### config.mk
export PLATFORM = sky130hd
export DESIGN_NAME = acc_exec_seq
export DESIGN_NICKNAME = d
export VERILOG_FILES = /design/src/rtl/acc_exec_seq.sv
export SDC_FILE = /design/constraint.sdc
export NUM_CORES = 1
export LEC_CHECK = 0
export ABC_AREA = 1
export CORE_MARGIN = 2
export CORE_UTILIZATION = 62
export CTS_BUF_LIST = sky130_fd_sc_hd__clkbuf_16
export DETAILED_ROUTE_END_ITERATION = 6
export MAX_ROUTING_LAYER = met4
export PLACE_DENSITY = 0.87
export SETUP_SLACK_MARGIN = 0.02
export SLEW_MARGIN = 20
export SYNTH_ARGS = -nofsm -noshare
export SYNTH_HDL_FRONTEND = slang
export SYNTH_SLANG_ARGS = --single-unit
### constraint.sdc
create_clock -name CLK -period 3.19 [get_ports CLK]
set_input_delay 0.7975 -clock CLK [delete_from_list [all_inputs] [get_ports CLK]]
set_output_delay 0.7975 -clock CLK [all_outputs]
set_load 0.05 [all_outputs]
### src/rtl/acc_exec_seq.sv
// Multi-cycle accumulator execution unit: nibble entry, A/B operand latches and a T0/T1/T2 sequencer.
// Define ACC_CHAIN_EN to add the CHAIN input, which feeds AC back as the first operand.
module acc_exec_seq #(
    parameter int WIDTH = 16,
    parameter int OPW   = 3
) (
    input  logic             CLK,
    input  logic             RST_N,
    input  logic [3:0]       NIB_IN,
    input  logic             NIB_SHIFT,
    input  logic             LD1,
    input  logic             LD2,
    input  logic [OPW-1:0]   OP,
    input  logic             START,
`ifdef ACC_CHAIN_EN
    input  logic             CHAIN,
`endif
    output logic [WIDTH-1:0] ENTRY,
    output logic [WIDTH-1:0] AC,
    output logic             BUSY,
    output logic             DONE,
    output logic             OVF,
    output logic             ZERO,
    output logic [3:0]       T
);

    // state | meaning
    // IDLE  | waiting for START
    // T0    | copy operands into working registers
    // T1    | compute (WIDTH cycles for MUL, one otherwise)
    // T2    | write AC and flags
    // DN    | DONE pulse, back to IDLE
    localparam logic [2:0] S_IDLE = 3'd0;
    localparam logic [2:0] S_T0   = 3'd1;
    localparam logic [2:0] S_T1   = 3'd2;
    localparam logic [2:0] S_T2   = 3'd3;
    localparam logic [2:0] S_DN   = 3'd4;

    localparam logic [OPW-1:0] OP_ADD = OPW'(0);
    localparam logic [OPW-1:0] OP_SUB = OPW'(1);
    localparam logic [OPW-1:0] OP_AND = OPW'(2);
    localparam logic [OPW-1:0] OP_OR  = OPW'(3);
    localparam logic [OPW-1:0] OP_XOR = OPW'(4);
    localparam logic [OPW-1:0] OP_SHL = OPW'(5);
    localparam logic [OPW-1:0] OP_MUL = OPW'(6);
    localparam logic [OPW-1:0] OP_CLR = OPW'(7);

    localparam int CW = $clog2(WIDTH);

    logic [2:0]         state;
    logic [WIDTH-1:0]   entry;
    logic [WIDTH-1:0]   reg_a;
    logic [WIDTH-1:0]   reg_b;
    logic [OPW-1:0]     op_r;
    logic [2*WIDTH-1:0] work_a;
    logic [WIDTH-1:0]   work_b;
    logic [2*WIDTH-1:0] prod;
    logic [CW-1:0]      cnt;
    logic [WIDTH-1:0]   res_r;
    logic               ovf_r;
    logic [WIDTH-1:0]   ac;
    logic               ovf;
    logic               zero;
`ifdef ACC_CHAIN_EN
    logic               chain_r;
`endif

    logic               busy;
    logic [WIDTH-1:0]   opa;
    logic [WIDTH-1:0]   sum;
    logic [WIDTH-1:0]   diff;
    logic [3:0]         shamt;
    logic [2*WIDTH-1:0] shl_ext;
    logic [WIDTH-1:0]   res_next;
    logic               ovf_next;

    assign busy  = (state == S_T0) || (state == S_T1) || (state == S_T2);
    assign BUSY  = busy;
    assign DONE  = (state == S_DN);
    assign T     = {state == S_DN, state == S_T2, state == S_T1, state == S_T0};
    assign ENTRY = entry;
    assign AC    = ac;
    assign OVF   = ovf;
    assign ZERO  = zero;

    assign opa   = work_a[WIDTH-1:0];
    assign sum   = opa + work_b;
    assign diff  = opa - work_b;
    assign shamt = work_b[3:0];

    always_comb begin
        res_next = ac;
        ovf_next = 1'b0;
        shl_ext  = '0;
        case (op_r)
            OP_ADD: begin
                res_next = sum;
                ovf_next = (opa[WIDTH-1] == work_b[WIDTH-1]) && (sum[WIDTH-1] != opa[WIDTH-1]);
            end
            OP_SUB: begin
                res_next = diff;
                ovf_next = (opa[WIDTH-1] != work_b[WIDTH-1]) && (diff[WIDTH-1] != opa[WIDTH-1]);
            end
            OP_AND: res_next = opa & work_b;
            OP_OR:  res_next = opa | work_b;
            OP_XOR: res_next = opa ^ work_b;
            OP_SHL: begin
                // Shift amounts reaching WIDTH push every bit of A out.
                if (int'(shamt) >= WIDTH) begin
                    res_next = '0;
                    ovf_next = |opa;
                end else begin
                    shl_ext  = {{WIDTH{1'b0}}, opa} << shamt;
                    res_next = shl_ext[WIDTH-1:0];
                    ovf_next = |shl_ext[2*WIDTH-1:WIDTH];
                end
            end
            OP_CLR: res_next = '0;
            default: begin
                res_next = ac;
                ovf_next = 1'b0;
            end
        endcase
    end

    always_ff @(posedge CLK) begin
        if (!RST_N) begin
            state  <= S_IDLE;
            entry  <= '0;
            reg_a  <= '0;
            reg_b  <= '0;
            op_r   <= '0;
            work_a <= '0;
            work_b <= '0;
            prod   <= '0;
            cnt    <= '0;
            res_r  <= '0;
            ovf_r  <= 1'b0;
            ac     <= '0;
            ovf    <= 1'b0;
            zero   <= 1'b0;
`ifdef ACC_CHAIN_EN
            chain_r <= 1'b0;
`endif
        end else begin
            if (NIB_SHIFT) entry <= {entry[WIDTH-5:0], NIB_IN};
            // Loads see the pre-shift entry value through non-blocking semantics.
            if (!busy) begin
                if (LD1) reg_a <= entry;
                if (LD2) reg_b <= entry;
            end
            case (state)
                S_IDLE: begin
                    if (START) begin
                        op_r  <= OP;
`ifdef ACC_CHAIN_EN
                        chain_r <= CHAIN;
`endif
                        state <= S_T0;
                    end
                end
                S_T0: begin
`ifdef ACC_CHAIN_EN
                    work_a <= {{WIDTH{1'b0}}, (chain_r ? ac : reg_a)};
`else
                    work_a <= {{WIDTH{1'b0}}, reg_a};
`endif
                    work_b <= reg_b;
                    prod   <= '0;
                    cnt    <= CW'(WIDTH - 1);
                    state  <= S_T1;
                end
                S_T1: begin
                    if (op_r == OP_MUL) begin
                        // Shift-add multiply, one multiplier bit per cycle.
                        if (work_b[0]) prod <= prod + work_a;
                        work_a <= work_a << 1;
                        work_b <= work_b >> 1;
                        if (cnt == '0) state <= S_T2;
                        else           cnt   <= cnt - CW'(1);
                    end else begin
                        res_r <= res_next;
                        ovf_r <= ovf_next;
                        state <= S_T2;
                    end
                end
                S_T2: begin
                    if (op_r == OP_MUL) begin
                        ac   <= prod[WIDTH-1:0];
                        ovf  <= |prod[2*WIDTH-1:WIDTH];
                        zero <= (prod[WIDTH-1:0] == '0);
                    end else begin
                        ac   <= res_r;
                        ovf  <= ovf_r;
                        zero <= (res_r == '0);
                    end
                    state <= S_DN;
                end
                S_DN:    state <= S_IDLE;
                default: state <= S_IDLE;
            endcase
        end
    end

endmodule

==> results of run 1 <==
==> sequential cells by signal (all words and copies together), names as in the netlist <==
name    cells
res_r      16
work_a     32
cnt         4
ovf_r       1
ENTRY      16
reg_b      16
OVF         1
op_r        3
prod       32
AC         16
state       3
work_b     16
ZERO        1
reg_a      16
==> per-layer routing <==
layer | vias to the layer above | global-route usage, % | wire [µm]
li1 | 6080 | - | -
met1 | 5812 | 52.9 | 16300
met2 | 685 | 58.2 | 16500
met3 | 104 | 5.40 | 3590
met4 | 0 | 15.5 | 1460
met5 | - | - | 0
==> synth_stat cells (all sizes together), types with 2 or more instances <==
| cell type | count |
|---|---|
| a2111oi | 2 |
| a211oi | 6 |
| a21o | 7 |
| a21oi | 163 |
| a31o | 2 |
| a31oi | 36 |
| buf | 32 |
| clkbuf | 41 |
| clkinv | 2 |
| dfxtp | 173 |
| fa | 3 |
| ha | 84 |
| inv | 179 |
| nand2 | 403 |
| nand3 | 113 |
| nand3b | 12 |
| nand4 | 17 |
| nor2 | 242 |
| nor3 | 19 |
| nor4 | 14 |
| o2111ai | 2 |
| o211ai | 21 |
| o21a | 5 |
| o21ai | 178 |
| o21bai | 7 |
| o221ai | 4 |
| o22ai | 8 |
| or2 | 9 |
==> stage by stage <==
step / cell area, µm² / worst slack [ps] / util (%) / cells
2_1_floorplan: 11600 / 355 / - / 1793
3_3_place_gp: 12300 / 534 / 66.7 / 2039
3_5_place_dp: 12300 / 538 / 66.7 / 2039
4_1_cts: 13000 / 167 / 70.2 / 2071
5_1_grt: 13000 / 95.2 / 70.2 / 2071
6_report: 13000 / 190 / 70.2 / 2071
==> worst min-delay path, delay by kind of cell (launching register included) <==
kind	cells	cell delay, ps
AO/OA/AOI/OAI	1	70
flip-flops	1	320
AND/OR/NAND/NOR	1	60
==> worst paths after layout <==
| kind | startpoint | to | slack, ps | cells after the start |
|---|---|---|---|---|
| worst max-delay path | state[0] | T[0] | 190 | 3 |
| worst min-delay path | reg_b[4] | work_b[4] | 490 | 2 |
| worst max register to register | work_a[7] | res_r[14] | 440 | 13 |
| worst min register to register | reg_b[4] | work_b[4] | 490 | 2 |
==> power breakdown <==
group          total (mW)  switching, mW  internal (mW)
sequential           2.47          0.158           2.31
combinational        1.77           1.21          0.552
clock                2.30           1.18           1.12
==> cell families after synthesis <==
kind of cell / after synthesis
and+or+nand+nor: 831
AOI/OAI and AO/OA: 447
buffers and inverters: 254
DFF: 173
adders and majority gates: 87
xor gates and xnor gates: 1
==> final cells by class <==
cell class                      count  area, µm²  share of cell area, %
Inverter                          181        679                   5.23
Clock buffer                       17        425                   3.27
Clock inverter                     15        229                   1.76
Tap cell                          234        293                   2.25
Sequential cell                   173       3460                   26.6
Multi-Input combinational cell   1366       7120                   54.7
Timing Repair Buffer               85        793                   6.10
==> run_results.csv, run 1 <==
group,metric,value,unit
finish,final_common_cell,"nand2_1",
die,dieWidth,141,µm
grt,grt_pass1_vias,11108,
sta,whs,485,ps
die,dieHeight,141,µm
setup_path,cp_cell_sequence,"inv_1 > nor3_4 > clkdlybuf4s50_1",
clock_network,cts_made_buffers,17,
clock_network,ctsResizeCount,0,
finish,nets,1924,
synthesis,synthSimpleGateAreaFrac,30.3,%
route,ant_nets,0,
finish,layout_common_cells,"398 x nand2_1, 236 x nor2_1, 173 x dfxtp_1",
finish,fillCellCount,1590,
sta,max_freq,333,MHz
sta,finalClockSkew,18.9,ps
synthesis,synthesis.area,11600,µm²
synthesis,ys_ff_latch,173,
sta,setup_violations,0,
synthesis,synth_compound_area_share,21.3,%
setup_path,crit_path_end_kind,"primary output",
sta,grt_setup_unrepaired,"no",
placement,hpwl,28100,µm
setup_path,path_delay_family,"buffers and inverters",
synthesis,synth_area_leader_cell,"dfxtp_1",
setup_path,crit_path_max_incr_delay,890,ps
setup_path,start_kind,"register",
worst_hold_path,hold_path_class,"reg -> reg",
route,dr_total_vias,12681,
setup_path,worstPathRequired,2390,ps
grt,grt_pass1_wl,59200,µm
route,post_drt_wl_per_cell,18.3,µm
clock_network,clk_pin_slew,80,ps
synthesis,synth-async-reset-ratio,0,%
sta,fin_tns_setup,0,ps
placement,gp_congestion,1.05,
synthesis,synthMuxAreaShare,0,%
grt,grt_max_degree,126,
run_status,status,"complete, no violations",
grt,grt.total_usage,38.8,%
synthesis,yosys.area.top_type_share,29.8,%
grt,overflow,0,
synthesis,synth_xor_xnor_area_share,0.0754,%
route,drt_pass1_iterations,6,
finish,area_delta_synth_final,12.0,%
power,p_per_area,503,nW/µm²
synthesis,synth_warnings,0,
finish,drive_gt1_share,6.15,%
die,core,18500,µm²
setup_path,cp_slowest_cell,"clkdlybuf4s50_1",
synthesis,synth-edff-count,0,
synthesis,yosysSeqAreaShare,29.8,%
synthesis,synth_area_per_cell,6.48,µm²
sta,slew_viol_final,0,
clock_network,clock_path_buffers,2,
sta,relSlewSlack,29.6,%
setup_path,critPathArrivalTime,2200,ps
synthesis,synth_ff_type,"dfxtp_1",
synthesis,synthCells,1793,
synthesis,synth_top_family_by_area,"simple AND/OR/NAND/NOR gates",
synthesis,ys_types,51,
synthesis,synth_area_leaders,"dfxtp_1 30%, nand2_1 13%, ha_1 9.1%",
clock_network,clock_sinks,173,
clock_network,post-cts-setup-buffers,0,
placement,port-buffer-count,52,
route,drcViolationCount,0,
power,p_leak,5.73,nW
setup_path,path_max_fanout,8,
sta,worstMarginPinSlew,1050,ps
synthesis,synthAdderAreaFrac,9.57,%
die,fp.dieArea,19800,µm²
die,rows,50,
setup_path,critical_path_buf_inv_count,2,
die,pin_count,53,
clock_network,cts_tree,"done",
clock_network,insertion_delay,460,ps
route,drt-initial-drc-count,1359,
run,drv_cap,0,
sta,hold_viol_final,0,
clock_network,htree_levels,4,
power,ir_drop,0.000497,V
power,power,6.54,mW
die,start_util,62.7,%
route,drt-total-wl,37900,µm
clock_network,cts_hold_buf,0,
sta,min_period_over_period,94.0,%
synthesis,synth_fp_nets,1893,
finish,antenna_cells,0,
setup_path,crit_type,"reg -> out",
sta,min_period,3000,ps
grt,grt_antenna_before_repair,0,
route,vias_per_cell,6.12,
clock_network,cts_root_buf,"clkbuf_16",
(Power assumes the default switching activity.)
==> run 2: changes to the inputs <==
- ABC_AREA: 1 -> 0
- PLACE_DENSITY: 0.87 -> 0.88
==> run 2 against run 1 <==
Core utilization up 1.9 points; clock skew is essentially flat; count of clock-buffer cells in the layout unchanged; final cell count is 14% lower; first-iteration DRC count down 8.5%; clock power decreased by 3%; via count shrank 8.9%; worst hold slack got worse by 26 ps; die area down 1.3%; highest routed layer unchanged.
==> run_results.csv, run 2 <==
group,metric,value,unit
grt,grt_pass1_vias,10769,
finish,fillCellCount,1408,
sta,worstMarginPinSlew,904,ps
setup_path,worst-path-stages,3,
synthesis,yosysSeqAreaShare,30.2,%
run_status,status,"complete, no violations",
grt,overflow,0,
setup_path,cp-endpoint,"T[3]",
placement,hpwl,28400,µm
route,vias_per_cell,6.47,
grt,grt_max_degree,45,
clock_network,post-cts-setup-buffers,0,
sta,fin_tns_setup,0,ps
finish,nets,1642,
route,post_drt_wl_per_cell,21.2,µm
setup_path,ff2ff_setup_slack,250,ps
clock_network,htree_levels,4,
clock_network,cts_made_buffers,17,
clock_network,insertion_delay,450,ps
synthesis,synth_area_leaders,"dfxtp_1 30%, ha_1 9.2%, nand2_1 7.2%",
die,pin_count,53,
placement,gp_congestion,1.02,
placement,port-buffer-count,52,
sta,hold_viol_final,0,
setup_path,r2r-end,"res_r[12]",
die,fp.dieArea,19600,µm²
setup_path,cp-startpoint,"state[0]",
worst_hold_path,hold_path_class,"reg -> reg",
setup_path,r2r_cells,12,
run,drv_cap,0,
synthesis,post-synth-top-count-cell,"nand2_1",
placement,place_worst_setup_slack,304,ps
sta,finalClockSkew,18.5,ps
finish,regArea,3460,µm²
die,dieHeight,140,µm
grt,grt_antenna_before_repair,1,
route,ant_nets,0,
setup_path,path_delay_family,"buffers and inverters",
synthesis,synth-edff-count,0,
synthesis,synth_fp_nets,1605,
finish,multiInputGateArea,7320,µm²
finish,final_common_cell,"nand2_1",
route,dr_total_vias,11553,
route,drcViolationCount,0,
power,p_per_area,469,nW/µm²
die,dieWidth,140,µm
synthesis,synth-async-reset-ratio,0,%
synthesis,synthesis.area,11500,µm²
clock_network,clock_sinks,173,
grt,grt_pass1_wl,59300,µm
synthesis,synth_area_leader_cell,"dfxtp_1",
clock_network,cts_tree,"done",
grt,grt.total_usage,39.5,%
setup_path,cp_slowest_cell,"clkdlybuf4s50_1",
sta,grt_setup_unrepaired,"no",
sta,min_period,3060,ps
synthesis,synth_common_cells,"220 x nand2_1, 173 x dfxtp_1, 145 x nor2_1",
setup_path,crit_path_end_kind,"primary output",
sta,slew_viol_final,0,
route,drt-total-wl,37800,µm
synthesis,yosys.area.top_type_share,30.2,%
setup_path,critPathArrivalTime,2260,ps
route,drt-initial-drc-count,1243,
synthesis,synthCells,1505,
sta,max_freq,327,MHz
setup_path,worstPathRequired,2390,ps
synthesis,synth_area_per_cell,7.61,µm²
clock_network,cts_root_buf,"clkbuf_16",
setup_path,rr_startpoint,"work_a[0]",
sta,setup_violations,0,
clock_network,clock_path_buffers,2,
setup_path,path_max_fanout,6,
die,rows,49,
setup_path,start_kind,"register",
die,start_util,63.5,%
setup_path,crit_type,"reg -> out",
synthesis,ys_types,85,
synthesis,synth_ff_type,"dfxtp_1",
sta,min_period_over_period,95.9,%
synthesis,synth_warnings,0,
worst_hold_path,hold_path_depth,2,
finish,layout_common_cells,"220 x nand2_1, 172 x dfxtp_1, 144 x nor2_1",
finish,area_delta_synth_final,13.5,%
clock_network,clk_pin_slew,80,ps
sta,relSlewSlack,39.5,%
sta,fin_ws,130,ps
route,drt_pass1_iterations,5,
finish,drive_gt1_share,9.32,%
setup_path,crit_path_max_incr_delay,820,ps
setup_path,critical_path_buf_inv_count,1,
synthesis,ys_ff_latch,173,
power,p_leak,5.03,nW
finish,largestRegisters,"prod (32), work_a (32)",
die,core,18000,µm²
power,ir_drop,0.000524,V
finish,final_core_util,72.1,%
setup_path,cp_cell_sequence,"nor2_1 > and2_1 > clkdlybuf4s50_1",
==> run 2: cell count changes after synthesis, moves of 40 or more <==
cell	previous run	this run
nand2_1	398	220
inv_1	161	54
nor2_1	237	145
o21ai_0	166	100
nand3_1	113	62
mux2i_1	0	42
clkbuf_1	40	80
==> run 2: worst min-delay path by stage <==
stage	from	to
detailed placement	reg_a[6]	reg_a[6]
floorplan	reg_a[10]	reg_a[10]
global placement	reg_b[2]	reg_b[2]
finish	reg_a[6]	reg_a[6]
global route	reg_a[6]	reg_a[6]
CTS	reg_a[5]	reg_a[5]
==> run 2: where the power goes <==
group	total, mW	leakage (nW)	switching, mW	internal [mW]
combinational	1.51	3.31	0.976	0.531
clock	2.23	0.308	1.07	1.15
sequential	2.36	1.40	0.118	2.24
total	6.09	5.03	2.17	3.93
==> run 2: worst min-delay path: cells and delay by family (launching register included) <==
kind | cells | cell delay, ps
DFF | 1 | 320
AOI/OAI and AO/OA | 1 | 50
and+or+nand+nor | 1 | 50
==> run 2: metrics by stage <==
step | cells | hold WS, ps | total power, mW | cell area [µm²]
after floorplan | 1505 | 437 | 3.37 | 11500
after global placement | 1752 | 443 | 3.84 | 12400
after detailed placement | 1752 | 447 | 3.85 | 12400
after CTS | 1784 | 457 | 6.05 | 13000
after global routing | 1785 | 477 | 6.31 | 13000
final | 1785 | 460 | 6.09 | 13000
==> run 2: metal layers <==
metal / GRT usage, % / wire [µm]
met2: 60.0 / 16900
met1: 51.3 / 15800
met4: 18.8 / 1840
met5: - / 0
met3: 6.94 / 3260
==> run 2: logic make-up after synthesis <==
logic type / count (synthesis) / synth area share (%)
buf+inv: 166 / 6.06
fa+ha+maj: 87 / 9.70
flops: 173 / 30.2
xor+xnor: 29 / 2.22
simple gates: 554 / 21.7
mux: 47 / 4.46
compound gates: 449 / 25.6
==> run 2: final cells by class <==
type / instances / area share [%]
clock inverters: 15 / 1.62
repair buffers: 124 / 8.20
diodes: 1 / 0.0192
well taps: 229 / 2.20
multi-input cells: 1166 / 56.3
clock buffers: 17 / 3.27
flip-flops and latches: 173 / 26.7
inverters: 60 / 1.75
==> run 2: repair_timing <==
item,CTS,global route
hold buffers,0,0
resized for setup,0,3
setup endpoints to repair,0,5
==> run 3: changes to the inputs <==
- SKIP_CTS_REPAIR_TIMING: unset -> 1
==> results of run 3 <==
The final DEF is identical to that of run 2; final timing and power are the same.
